File: config.mk
export PLATFORM = sky130hd
export DESIGN_NAME = switch_accumulator
export DESIGN_NICKNAME = d
export VERILOG_FILES = /design/src/rtl/switch_accumulator.sv
export SDC_FILE = /design/constraint.sdc
export NUM_CORES = 1
export LEC_CHECK = 0
export ABC_AREA = 1
export ABC_CLOCK_PERIOD_IN_PS = 2900
export BUFFER_PORTS_ARGS = -buffer_cell sky130_fd_sc_hd__clkbuf_2
export CORE_ASPECT_RATIO = 1.1
export CORE_UTILIZATION = 63
export DETAILED_ROUTE_END_ITERATION = 16
export PLACE_DENSITY = 0.81
export SLEW_MARGIN = 5
export SYNTH_ARGS = -nofsm -noshare
export SYNTH_HDL_FRONTEND = slang
export SYNTH_HIERARCHICAL = 1
export SYNTH_SLANG_ARGS = --single-unit
File: constraint.sdc
create_clock -name clk_clk -period 2.9 [get_ports clk_clk]
set_clock_uncertainty 0.15 [all_clocks]
set_input_delay 0 -clock clk_clk [delete_from_list [all_inputs] [get_ports clk_clk]]
set_output_delay 0 -clock clk_clk [all_outputs]
set_load 0.05 [all_outputs]
File: src/rtl/switch_accumulator.sv
// switch_accumulator: debounced accumulate/clear keys drive a wrap/saturate
// accumulator fed by the synchronised switch operand. Holding the accumulate
// key auto-repeats. The reset release is assumed to be already synchronous to
// clk_clk (it comes from the system reset controller), so no local reset
// synchroniser is added and the press latency stays DEB_CYCLES+3 edges.

// Key debouncer: IDLE/PRESS_DB/HELD/REPEAT/RELEASE_DB on a synchronised,
// active-low key. o_fire is a single-cycle strobe on acceptance of a press and,
// when REPEAT_EN is set, on every auto-repeat.
module switch_accumulator_key #(
  parameter int DEB_CYCLES = 500000,
  parameter int REP_DELAY  = 25000000,
  parameter int REP_PERIOD = 5000000,
  parameter bit REPEAT_EN  = 1'b1
) (
  input  logic i_clk,
  input  logic i_rst_n,
  input  logic i_key_n,
  output logic o_fire
);

  typedef enum logic [2:0] {
    S_IDLE,
    S_PRESS_DB,
    S_HELD,
    S_REPEAT,
    S_RELEASE_DB
  } key_state_t;

  localparam int REP_MAX_CNT = (REP_DELAY > REP_PERIOD) ? REP_DELAY : REP_PERIOD;
  localparam int DEB_W       = $clog2(DEB_CYCLES + 1);
  localparam int REP_W       = $clog2(REP_MAX_CNT + 1);

  localparam logic [DEB_W-1:0] DEB_LAST    = DEB_W'(DEB_CYCLES - 1);
  localparam logic [REP_W-1:0] DELAY_LAST  = REP_W'((REP_DELAY > 0) ? REP_DELAY - 1 : 0);
  localparam logic [REP_W-1:0] PERIOD_LAST = REP_W'(REP_PERIOD - 1);
  localparam logic [REP_W-1:0] REP_CLAMP   = '1;
  // Repeat is active only for the instance that asks for it and a nonzero delay.
  localparam bit               REP_ON      = REPEAT_EN && (REP_DELAY > 0);

  key_state_t       r_state;
  key_state_t       w_state_nxt;
  logic [DEB_W-1:0] r_deb_cnt;
  logic [DEB_W-1:0] w_deb_nxt;
  logic [REP_W-1:0] r_rep_cnt;
  logic [REP_W-1:0] w_rep_nxt;
  logic             w_fire;

  // State and counter registers.
  // NOTE: sequential state uses non-blocking (<=) so every flop samples pre-edge values.
  always_ff @(posedge i_clk or negedge i_rst_n) begin
    if (!i_rst_n) begin
      r_state   <= S_IDLE;
      r_deb_cnt <= '0;
      r_rep_cnt <= '0;
    end else begin
      r_state   <= w_state_nxt;
      r_deb_cnt <= w_deb_nxt;
      r_rep_cnt <= w_rep_nxt;
    end
  end

  // Next-state, counter update and fire decode.
  // NOTE: every output of this block gets a default first, so no latch is inferred.
  always_comb begin
    w_state_nxt = r_state;
    w_deb_nxt   = r_deb_cnt;
    w_rep_nxt   = r_rep_cnt;
    w_fire      = 1'b0;
    case (r_state)
      S_IDLE: begin
        w_deb_nxt = '0;
        w_rep_nxt = '0;
        if (!i_key_n) w_state_nxt = S_PRESS_DB;
      end
      S_PRESS_DB: begin
        if (i_key_n) begin
          w_state_nxt = S_IDLE;
          w_deb_nxt   = '0;
        end else if (r_deb_cnt == DEB_LAST) begin
          w_state_nxt = S_HELD;
          w_fire      = 1'b1;
          w_deb_nxt   = '0;
          w_rep_nxt   = '0;
        end else begin
          w_deb_nxt = r_deb_cnt + DEB_W'(1);
        end
      end
      S_HELD: begin
        if (i_key_n) begin
          w_state_nxt = S_RELEASE_DB;
          w_deb_nxt   = '0;
        end else if (REP_ON && (r_rep_cnt == DELAY_LAST)) begin
          w_state_nxt = S_REPEAT;
          w_fire      = 1'b1;
          w_rep_nxt   = '0;
        end else if (r_rep_cnt != REP_CLAMP) begin
          // Clamp rather than wrap while the key is held indefinitely.
          w_rep_nxt = r_rep_cnt + REP_W'(1);
        end
      end
      S_REPEAT: begin
        if (i_key_n) begin
          w_state_nxt = S_RELEASE_DB;
          w_deb_nxt   = '0;
        end else if (r_rep_cnt == PERIOD_LAST) begin
          w_fire    = 1'b1;
          w_rep_nxt = '0;
        end else begin
          w_rep_nxt = r_rep_cnt + REP_W'(1);
        end
      end
      S_RELEASE_DB: begin
        if (!i_key_n) begin
          // Release was a bounce: back to HELD with a fresh repeat delay, no fire.
          w_state_nxt = S_HELD;
          w_deb_nxt   = '0;
          w_rep_nxt   = '0;
        end else if (r_deb_cnt == DEB_LAST) begin
          w_state_nxt = S_IDLE;
          w_deb_nxt   = '0;
        end else begin
          w_deb_nxt = r_deb_cnt + DEB_W'(1);
        end
      end
      default: begin
        w_state_nxt = S_IDLE;
        w_deb_nxt   = '0;
        w_rep_nxt   = '0;
      end
    endcase
  end

  assign o_fire = w_fire;

endmodule

// Top level: synchronisers, two key debouncers and the accumulator datapath.
module switch_accumulator #(
  parameter int SW_W       = 8,
  parameter int ACC_W      = 16,
  parameter int LED_W      = 8,
  parameter int DEB_CYCLES = 500000,
  parameter int REP_DELAY  = 25000000,
  parameter int REP_PERIOD = 5000000
) (
  input  logic             clk_clk,
  input  logic             reset_reset_n,
  input  logic [SW_W-1:0]  sw_in,
  input  logic             acc_key_n,
  input  logic             clr_key_n,
  input  logic             sub_mode,
  input  logic             sat_mode,
  output logic [ACC_W-1:0] acc_out,
  output logic [LED_W-1:0] led_out,
  output logic             overflow,
  output logic             acc_pulse
);

  logic [SW_W-1:0]  r_sw_s1;
  logic [SW_W-1:0]  r_sw_s2;
  logic             r_acc_key_s1;
  logic             r_acc_key_s2;
  logic             r_clr_key_s1;
  logic             r_clr_key_s2;

  logic [ACC_W-1:0] r_acc;
  logic             r_ovf;
  logic             r_pulse;

  logic             w_acc_fire;
  logic             w_clr_fire;
  logic [ACC_W-1:0] w_operand;
  logic [ACC_W:0]   w_sum;
  logic [ACC_W:0]   w_diff;
  logic [ACC_W-1:0] w_result;
  logic             w_carry;

  // Two-flop synchronisers; keys reset to their released (high) level.
  always_ff @(posedge clk_clk or negedge reset_reset_n) begin
    if (!reset_reset_n) begin
      r_sw_s1      <= '0;
      r_sw_s2      <= '0;
      r_acc_key_s1 <= 1'b1;
      r_acc_key_s2 <= 1'b1;
      r_clr_key_s1 <= 1'b1;
      r_clr_key_s2 <= 1'b1;
    end else begin
      r_sw_s1      <= sw_in;
      r_sw_s2      <= r_sw_s1;
      r_acc_key_s1 <= acc_key_n;
      r_acc_key_s2 <= r_acc_key_s1;
      r_clr_key_s1 <= clr_key_n;
      r_clr_key_s2 <= r_clr_key_s1;
    end
  end

  switch_accumulator_key #(
    .DEB_CYCLES (DEB_CYCLES),
    .REP_DELAY  (REP_DELAY),
    .REP_PERIOD (REP_PERIOD),
    .REPEAT_EN  (1'b1)
  ) u_acc_key (
    .i_clk   (clk_clk),
    .i_rst_n (reset_reset_n),
    .i_key_n (r_acc_key_s2),
    .o_fire  (w_acc_fire)
  );

  switch_accumulator_key #(
    .DEB_CYCLES (DEB_CYCLES),
    .REP_DELAY  (REP_DELAY),
    .REP_PERIOD (REP_PERIOD),
    .REPEAT_EN  (1'b0)
  ) u_clr_key (
    .i_clk   (clk_clk),
    .i_rst_n (reset_reset_n),
    .i_key_n (r_clr_key_s2),
    .o_fire  (w_clr_fire)
  );

  // Operand is the zero-extended synced switch value; the extra MSB is carry/borrow.
  assign w_operand = ACC_W'(r_sw_s2);
  assign w_sum     = {1'b0, r_acc} + {1'b0, w_operand};
  assign w_diff    = {1'b0, r_acc} - {1'b0, w_operand};

  // Select add/subtract result and apply wrap or saturate on carry/borrow.
  always_comb begin
    w_result = r_acc;
    w_carry  = 1'b0;
    if (sub_mode) begin
      w_carry  = w_diff[ACC_W];
      w_result = (w_carry && sat_mode) ? '0 : w_diff[ACC_W-1:0];
    end else begin
      w_carry  = w_sum[ACC_W];
      w_result = (w_carry && sat_mode) ? '1 : w_sum[ACC_W-1:0];
    end
  end

  // Accumulator, sticky overflow and result strobe; clear beats a coincident fire.
  always_ff @(posedge clk_clk or negedge reset_reset_n) begin
    if (!reset_reset_n) begin
      r_acc   <= '0;
      r_ovf   <= 1'b0;
      r_pulse <= 1'b0;
    end else if (w_clr_fire) begin
      r_acc   <= '0;
      r_ovf   <= 1'b0;
      r_pulse <= 1'b0;
    end else if (w_acc_fire) begin
      r_acc   <= w_result;
      r_pulse <= 1'b1;
      if (w_carry) r_ovf <= 1'b1;
    end else begin
      r_pulse <= 1'b0;
    end
  end

  assign acc_out   = r_acc;
  assign led_out   = r_acc[LED_W-1:0];
  assign overflow  = r_ovf;
  assign acc_pulse = r_pulse;

endmodule

==> results.md, run 1 <==
- The flow ran to the end, but the final reports show violations.
- The checks that failed: negative hold slack.
- The most used flip-flop cell after synthesis is sky130_fd_sc_hd__dfrtp_1.
- The largest net degree at the start of global routing is 79.
- The total of max-cap violations is 0.
- The count of buffering cells on the critical path with inverters included is 3.
- The number of global-route vias before repair came to 9149.
- The power density normalized to cell area is 739 mW/mm^2.
- The delay of the slowest cell on the worst path is 380 ps.
- Leaving out filler cells and counting taps, the final layout contains 1773.
- For this configuration, the core starts out at a cell density of between 60% and 70%.
- Synthesis handed over a netlist of 1523 instances.
- The overall die width is 122 microns.
- No sink is reached through more buffers than the 2 on the longest clock path.
- The arrival time reported for the critical path endpoint is 2850 ps.
- The clock latency of the later-clocked register in the worst-skew pair is 420 ps.
- The detailed-route wire length per cell is 14.2 microns.
- STA puts the critical path data required time at 3100 ps.
- The core area is ~0.015 sq mm.
- The height of the chip is 134 microns.
- The post-route netlist has 10.7% of its cells at a drive strength greater than 1.
- The synthesized netlist net count is 1559.
- The die area is between 0.015 and 0.02 sq mm.
- At the end of routability-driven placement, the weighted congestion stood at 0.971.
- The final wirelength is 25100 microns.
- Synthesis inferred 132 register bits.
- The time the worst path needs with I/O delays and setup is 2640 ps.
- Pin placement for this block handled 40 I/O pins.
- The mean instance size in the synthesized netlist is 6.56 sq um.
- Sequential elements use about a third of the synthesized area.
- Setup violations remaining at the end of the flow were counted as 0.
- The total setup buffers inserted after CTS is 0.
- The met3 layer wire length in the routed design is 1380 microns.
- Summing over every cut layer, the via total after detailed routing is 9881.
- The detail route stage leaves a number of antenna-violating nets equal to 0.
- The via-per-instance ratio is 5.57.
- The worst setup path is launched from a register.
- The synthesized design contains 0 enable-type register cells.
- The mux cell area share after synthesis is 0%.
- The cell at the root of the clock tree is sky130_fd_sc_hd__clkbuf_16.
- After clock tree synthesis, the clock-pin slew on the worst setup and hold paths is roughly 60 ps.
- Compared with the post-synthesis result, the final layout area differs by 9.77%.
- The cell count after placement is 1728.
- Global routing consumed, over all layers together, roughly a third of the routing resources.
- Timing would allow up to roughly 0.38 GHz.
- Along the worst path, the maximum fanout reaches 12.
- The number of nets in the finished design is 1600.
- The number of rows created at floorplan is 47.
- After legalization and detailed placement, the total HPWL measured 18500 microns.
- The actual slew at the worst max-slew pin is roughly 740 ps.
- Counting flops with an async set or reset pin after synthesis yields a share of 100%.
- For this run, the detailed router's first-pass iteration total came to 7.
- After layout, the worst path uses ~90% of the clock period.
- The origin of the critical flop-to-flop path is u_acc_key/r_rep_cnt[0].
- The type of the worst setup path is reg2reg.
- The critical path goes through ha_1 > nand2_1 > nor2_4 > inv_1 > nor2_2 > nand4_1 > o211ai_1 > inv_1 > nor2_1 > o21ai_4 > clkinv_2 > nand2_1 > o21ai_1.
- Summed over all cells, the static leakage comes to around 5.2 nW.
- The level count of the clock H-tree is 4.
- The tightest min-delay check is of the in2async type.
- For flop-to-flop paths, the worst setup slack is 260 ps.
- The cell type group with the largest total delay on the critical path is simple AND/OR/NAND/NOR gates.
- The number of antenna diodes in the final layout is 0.
- For this design, the sink count on the clock tree is 132.
- Yosys printed 6 warnings.
- The depth of the worst register-to-register path is 13.
- In this run, CTS created clock tree buffers numbering 17.
- In the routed design, unresolved DRC markers number 0.
- The simple-gate area share of the yosys netlist is 43.6%.
- The CTS tree is yes.
- The tightest hold path in the finished design has a slack of -0.0667 ps.
- The count of different cell masters after synthesis is 53.
- The final hold violation count is 1.
- The wire length on met2 is 11900 microns.
- The post-route core utilization is 71.7%.
- The final count of pins violating max slew was 0.
- Setup repair after global routing left no endpoint under its margin.
- In this run the critical register-to-register path is captured at acc_out[8].
- Setup total negative slack on the finished layout was measured at 0 ps.
- In this run the top signal layer used is met4.
- Summing the areas of all compound-gate instances in the mapped netlist gives 6.46% of the synthesized area.
- The worst slew margin relative to its limit is 50.8%.
- The xor/xnor cell area share of the yosys netlist is 4.12%.
- The remaining global-route overflow is 0.
- The number of filler instances in the final layout is 1296.
- The slowest stage of the critical path belongs to the cell sky130_fd_sc_hd__dfrtp_1.
- The wire length of the first global-routing pass is 42400 microns.
- The peak ir drop on the vdd network is roughly 0.5 mV.
- The main combinational cell family by area after synthesis is simple AND/OR/NAND/NOR gates.
- The initial antenna violation count is 0.
- The setup slack after placement is approximately 240 ps.
- The detailed router put a total of 11100 microns of wire on met1.
- Summing every instance area after synthesis gives 0.00999 sq mm.
- The number of buffers added on ports is 39.
- The first routing iteration left between 800 and 900 violations.
- The post-synthesis share of cell area spent on full adders, half adders and majority gates is about 2.9%.
- The critical path capture point type is a register.
- Setup slack on the critical path of the routed design comes to 255 ps.
-- flip-flops by register name, indices dropped and copies added (netlist names) --
| register | count |
|---|---|
| acc_out | 16 |
| acc_pulse | 1 |
| overflow | 1 |
| r_acc_key_s1 | 1 |
| r_acc_key_s2 | 1 |
| r_clr_key_s1 | 1 |
| r_clr_key_s2 | 1 |
| r_sw_s1 | 8 |
| r_sw_s2 | 8 |
| u_acc_key/r_deb_cnt | 19 |
| u_acc_key/r_rep_cnt | 25 |
| u_acc_key/r_state | 3 |
| u_clr_key/r_deb_cnt | 19 |
| u_clr_key/r_rep_cnt | 25 |
| u_clr_key/r_state | 3 |
-- repair_timing --
item | CTS | global route
gates resized for setup | 0 | 1
endpoints found under the hold margin | 133 | 0
hold buffers | 13 | 0
setup endpoints to repair | 0 | 4
-- power breakdown --
group / switching (W) / leakage [nW] / internal [W]
combinational: 0.00265 / 3.17 / 0.000916
clock: 0.000858 / 0.283 / 0.00130
sequential: 0.000344 / 1.77 / 0.00204
-- metrics by stage --
| stage | total power [W] | instance area, sq um |
|---|---|---|
| final | 0.00811 | 11000 |
| after CTS | 0.00813 | 11000 |
| after detailed placement | 0.00592 | 10200 |
| after floorplan | 0.00531 | 9990 |
| after global placement | 0.00587 | 10200 |
| after global routing | 0.00864 | 11000 |
-- synthesized netlist by cell type, drive strengths merged, types with 14 or more instances --
master | instances | area share [%]
o21ai | 47 | 2.5
ha | 20 | 2.5
nand2 | 558 | 22
nand4 | 41 | 2.7
clkbuf | 14 | 0.53
nor2 | 197 | 8.6
inv | 178 | 6.8
a21oi | 49 | 2.6
dfrtp | 128 | 32
xor2 | 38 | 3.3
nor3 | 24 | 1.5
nand3 | 152 | 8.1
buf | 28 | 2.4
-- cell families after synthesis --
kind of cell / Yosys count
adders and majority gates: 22
DFF: 132
xor gates and xnor gates: 47
AOI/OAI and AO/OA: 113
buffers and inverters: 222
and+or+nand+nor: 987
-- layer usage --
metal  vias up  global-route usage, %
met5         -                      0
met2       351                   53.4
li1       4916                      -
met4         0                   13.6
met1      4547                   42.6
met3        67                   5.61
-- layout make-up --
class                      count  area [sq um]  share of cell area [%]
clock buffer                  18           439                    4.01
timing repair buffer          64           434                    3.96
tap                          196           245                    2.24
sequential                   132          3310                    30.2
multi-input combinational   1169          5700                    52.0
inverter                     180           687                    6.26
clock inverter                14           150                    1.37
-- worst max-delay path by stage --
stage	cells after the start	endpoint	slack (ps)	startpoint
finish	13	acc_out[8]	260	u_acc_key/r_rep_cnt[0]
global route	13	acc_out[4]	40	u_acc_key/r_rep_cnt[0]
CTS	13	acc_out[8]	230	u_acc_key/r_rep_cnt[0]
detailed placement	13	acc_out[8]	240	u_acc_key/r_rep_cnt[0]
global placement	13	acc_out[8]	340	u_acc_key/r_rep_cnt[0]
floorplan	13	acc_out[2]	510	acc_out[0]
-- worst reg2reg max path: stages, from the launching register on --
cell and delay (ps):
sky130_fd_sc_hd__dfrtp_1 380, sky130_fd_sc_hd__ha_1 170, sky130_fd_sc_hd__nand2_1 120, sky130_fd_sc_hd__nor2_4 180, sky130_fd_sc_hd__inv_1 80, sky130_fd_sc_hd__nor2_2 150, sky130_fd_sc_hd__nand4_1 110, sky130_fd_sc_hd__o211ai_1 340
sky130_fd_sc_hd__inv_1 90, sky130_fd_sc_hd__nor2_1 260, sky130_fd_sc_hd__o21ai_4 130, sky130_fd_sc_hd__clkinv_2 200, sky130_fd_sc_hd__nand2_1 90, sky130_fd_sc_hd__o21ai_1 110
-- placed cells by master, fill, tap and decap left out, types with 3 or more instances in the layout --
cell type                       instances
sky130_fd_sc_hd__nor3b_1                3
sky130_fd_sc_hd__nor3_1                20
sky130_fd_sc_hd__dlygate4sd3_1         13
sky130_fd_sc_hd__clkinv_2               4
sky130_fd_sc_hd__nor2_2                 9
sky130_fd_sc_hd__o21ai_1               10
sky130_fd_sc_hd__nor2_1               176
sky130_fd_sc_hd__nand2_1              540
sky130_fd_sc_hd__dfstp_2                4
sky130_fd_sc_hd__a21oi_1               46
sky130_fd_sc_hd__clkinvlp_4             3
sky130_fd_sc_hd__nor4_1                 4
sky130_fd_sc_hd__nor2_4                11
sky130_fd_sc_hd__nand3b_1               5
sky130_fd_sc_hd__inv_1                155
sky130_fd_sc_hd__o21ai_0               35
sky130_fd_sc_hd__nand3_1              143
sky130_fd_sc_hd__o21bai_1               4
sky130_fd_sc_hd__xor2_1                38
sky130_fd_sc_hd__nand3_2                8
sky130_fd_sc_hd__xnor2_1                9
sky130_fd_sc_hd__inv_6                  4
sky130_fd_sc_hd__nand4_1               40
sky130_fd_sc_hd__nand2_2               16
sky130_fd_sc_hd__dfrtp_1              128
sky130_fd_sc_hd__ha_1                  20
sky130_fd_sc_hd__clkbuf_2              38
sky130_fd_sc_hd__inv_2                 20
sky130_fd_sc_hd__clkbuf_16             17
sky130_fd_sc_hd__o211ai_1               5
sky130_fd_sc_hd__buf_4                 11
No activity file was read; power rests on OpenSTA's default activity.
==> run 2, diff against run 1 <==
--- a/config.mk
+++ b/config.mk
@@ -12,6 +12,7 @@
 export CORE_UTILIZATION = 63
 export DETAILED_ROUTE_END_ITERATION = 16
 export PLACE_DENSITY = 0.81
+export SETUP_SLACK_MARGIN = 0.4
 export SLEW_MARGIN = 5
 export SYNTH_ARGS = -nofsm -noshare
 export SYNTH_HDL_FRONTEND = slang
==> run 2 against run 1 <==
Compared with the run above:
- the flow still finishes with violations (negative hold slack)
- critical path depth decreased by 1
- clock power about the same
- sequential power is essentially flat
- worst hold slack worse by 5.1 ps
- largest power group unchanged
- worst setup slack improved by 260 ps
==> results.md, run 2 (synthesis gave the netlist of run 1 again) <==
- The number of DRC violations after detailed-routing iteration 0 came to 829 (+3.5%).
- The final count of pins violating max slew is 0 (unchanged).
- The part of the cycle the worst path needs is 82.2% (-9.0 points).
- The number of CTS-inserted buffers is 17 (unchanged).
- The via-per-instance ratio is 5.59 (+0.29%).
- The initial antenna violation count is 0 (unchanged).
- The core area is 0.0153 sq mm (unchanged).
- The switching power summed over all nets is 0.00390 W (+1.1%).
- The height of the chip was 134 microns (unchanged).
- The number of global-route vias before repair is 9173 (+0.26%).
- The clock share of power was 26.4% (-0.2 points).
- The level count of the clock H-tree is 4 (unchanged).
- The launching element type of the critical path is a register.
- The internal power came to 0.00428 W (+0.61%).
- The global router's overall resource usage was 32.8% (+0.11 points).
- The worst setup path is captured at a register.
- The final wirelength was 25400 microns (+1.2%).
- The switching portion of total power is 47.7% (+0.11 points).
- The tree is rooted in a sky130_fd_sc_hd__clkbuf_16.
- The worst-case clock buffer depth is 2 (unchanged).
- The worst slew margin relative to its limit is 50.8% (about the same).
- The arrival time reported for the critical path endpoint is 2550 ps (-300 ps).
- The clock transition at the registers of the reported paths is 60 ps (about the same).
- The placer congestion estimate is 0.971 (unchanged).
- The checks that failed: negative hold slack.
- The number of I/O pins came to 40 (unchanged).
- The final-report setup violation count is 0 (unchanged).
- The clock latency of the later-clocked register in the worst-skew pair is 420 ps (about the same).
- The logic gate share of total power is 44.4% (+0.4 points).
- The worst hold path belongs to the class in2async.
- The clock net sink count was 132 (unchanged).
- The worst flop-to-flop path endpoint is acc_out[13].
- By startpoint and endpoint, the worst setup path is classified as reg2reg.
- The biggest fanout along the worst timing path is 9 (-3).
- The run finished, with violations left.
- The number of rows created at floorplan is 47 (unchanged).
- The detailed-route wire length per cell is 14.3 microns (+1.0%).
- The sequential standard cell area is 0.00331 sq mm (about the same).
- The setup slack of the most critical reg-to-reg path was 520 ps (+260 ps).
- The overall die width is 122 microns (unchanged).
- The depth of the worst register-to-register path is 12 (-1).
- The library cells used most frequently in the layout, excluding fill and tap cells, are sky130_fd_sc_hd__nand2_1 (539), sky130_fd_sc_hd__nor2_1 (174), sky130_fd_sc_hd__inv_1 (155).
- Leaving out fill and tap cells, the most frequent cell in the layout is sky130_fd_sc_hd__nand2_1.
- The power density normalized to cell area is 741 mW/mm^2 (+0.23%).
- The largest net degree at the start of global routing came to 79 (unchanged).
- The startpoint identified for the worst register-to-register timing path is acc_out[0].
- The number of antenna repair diodes is 0 (unchanged).
- The peak ir drop on the vdd network is 0.500 mV (+0.55%).
- The number of vias in the routed layout came to 9932 (+0.52%).
- The number of filler instances in the final layout is 1284 (-0.93%).
- The time the worst path needs with I/O delays and setup is 2380 ps (-261 ps).
- The critical path data required time is 3060 ps (-40 ps).
- The proportion of power drawn by flip-flops and latches is 29.2% (-0.2 points).
- The worst hold slack across all endpoints is -5.20 ps (-5.14 ps).
- The peak clock frequency supported by timing is 0.419 GHz (+11%).
- The remaining global-route overflow is 0 (unchanged).
- The signed area change from the synthesized netlist to the final layout is 10.4%.
- The wire length of the first global-routing pass is 42600 microns (+0.36%).
- The first-pass detailed-route iteration total is 6 (-1).
- The post-route core utilization is 72.1% (+0.43 points).
- The final total negative setup slack is 0 ps (unchanged).
- The total of max-cap violations is 0 (unchanged).
- The CTS tree is yes.
- The HPWL after detailed placement is 18500 microns (unchanged).
- The largest registers in the layout are u_acc_key/r_rep_cnt: 25 flops, u_clr_key/r_rep_cnt: 25 flops.
- The total power consumption of the routed design is 0.00817 W (+0.83%).
- The area occupied by multi-input gates is 0.00574 sq mm (+0.64%).
- The number of nets in the finished design came to 1604 (+0.25%).
- The starting utilization of the core area was 65.3% (unchanged).
- The proportion of layout cells with a drive suffix above 1 is 11.3% (+0.61 points).
- The design area is 0.0110 sq mm (+0.59%).
- The final hold violation count is 3 (+2).
- The leakage power total is 5.23 nW (+0.23%).
- The placed instance area is 0.0102 sq mm (unchanged).
- The number of buffers added on ports is 39 (unchanged).
- Setup repair after global routing could not meet its margin everywhere.
- The number of nets with antenna violations after routing came to 0 (unchanged).
- The actual slew at the worst max-slew pin is 738 ps (-0.463 ps).
- The die area is 0.0164 sq mm (unchanged).
- The number of design rule violations left after detail routing is 0 (unchanged).
[run 2: changes by cell type in the layout (fill, tap and decap cells not counted), sizes merged]
| cell | change |
|---|---|
| nor2 | +1 |
| buf | +3 |
[run 2: area by class of cell]
type	instances	share of cell area [%]
clock buffer	18	3.98
multi-input combinational	1170	52.0
timing repair buffer	67	4.14
inverter	180	6.26
sequential	132	30.0
tap	196	2.22
clock inverter	14	1.36
[run 2: metrics by stage]
step	setup slack, ps	cells
2_1_floorplan	514	1523
3_3_place_gp	337	1728
3_5_place_dp	236	1728
4_1_cts	463	1774
5_1_grt	381	1777
6_report	516	1777
[run 2: power groups by stage]
stage | combinational [W] | clock (W) | sequential [W]
2_1_floorplan | 0.00268 | 0 | 0.00264
3_3_place_gp | 0.00347 | 0 | 0.00240
3_5_place_dp | 0.00351 | 0 | 0.00241
4_1_cts | 0.00356 | 0.00219 | 0.00237
5_1_grt | 0.00402 | 0.00228 | 0.00242
6_report | 0.00363 | 0.00215 | 0.00239
[run 2: worst max-delay path by stage]
stage / from / endpoint / slack, ps / depth (start not counted)
CTS: u_acc_key/r_rep_cnt[0] / acc_out[8] / 460 / 14
global placement: u_acc_key/r_rep_cnt[0] / acc_out[8] / 340 / 13
floorplan: acc_out[0] / acc_out[2] / 510 / 13
finish: acc_out[0] / acc_out[13] / 520 / 12
global route: u_clr_key/r_rep_cnt[15] / acc_out[4] / 380 / 14
detailed placement: u_acc_key/r_rep_cnt[0] / acc_out[8] / 240 / 13
[run 2: critical path, cell delays in order (launching register included)]
cell and delay, ps:
sky130_fd_sc_hd__dfrtp_1 420, sky130_fd_sc_hd__ha_1 270, sky130_fd_sc_hd__fa_1 410, sky130_fd_sc_hd__nand2_1 100, sky130_fd_sc_hd__nand2_1 80, sky130_fd_sc_hd__nand3_2 120
sky130_fd_sc_hd__nand2_4 90, sky130_fd_sc_hd__nand3_4 90, sky130_fd_sc_hd__nand2_4 110, sky130_fd_sc_hd__inv_4 140, sky130_fd_sc_hd__nand3_1 120, sky130_fd_sc_hd__nand2_1 100
sky130_fd_sc_hd__nand2_1 60
[run 2: per-layer routing]
layer  GRT usage (%)  wire length, microns  share of wire [%]
met1            42.6                 11100                 44
met2            53.6                 12100                 48
met3            5.70                  1410                5.5
met4            13.8                   797                3.1
met5               0                     0                  0
[run 2: what timing repair did]
| item | CTS | global route |
|---|---|---|
| hold endpoints to repair | 133 | 0 |
| setup endpoints to repair | 12 | 34 |
| hold buffers | 13 | 0 |
| buffers inserted | 1 | 2 |
| cloned | 0 | 1 |
| pin swaps | 1 | 2 |
| gates resized for setup | 2 | 11 |
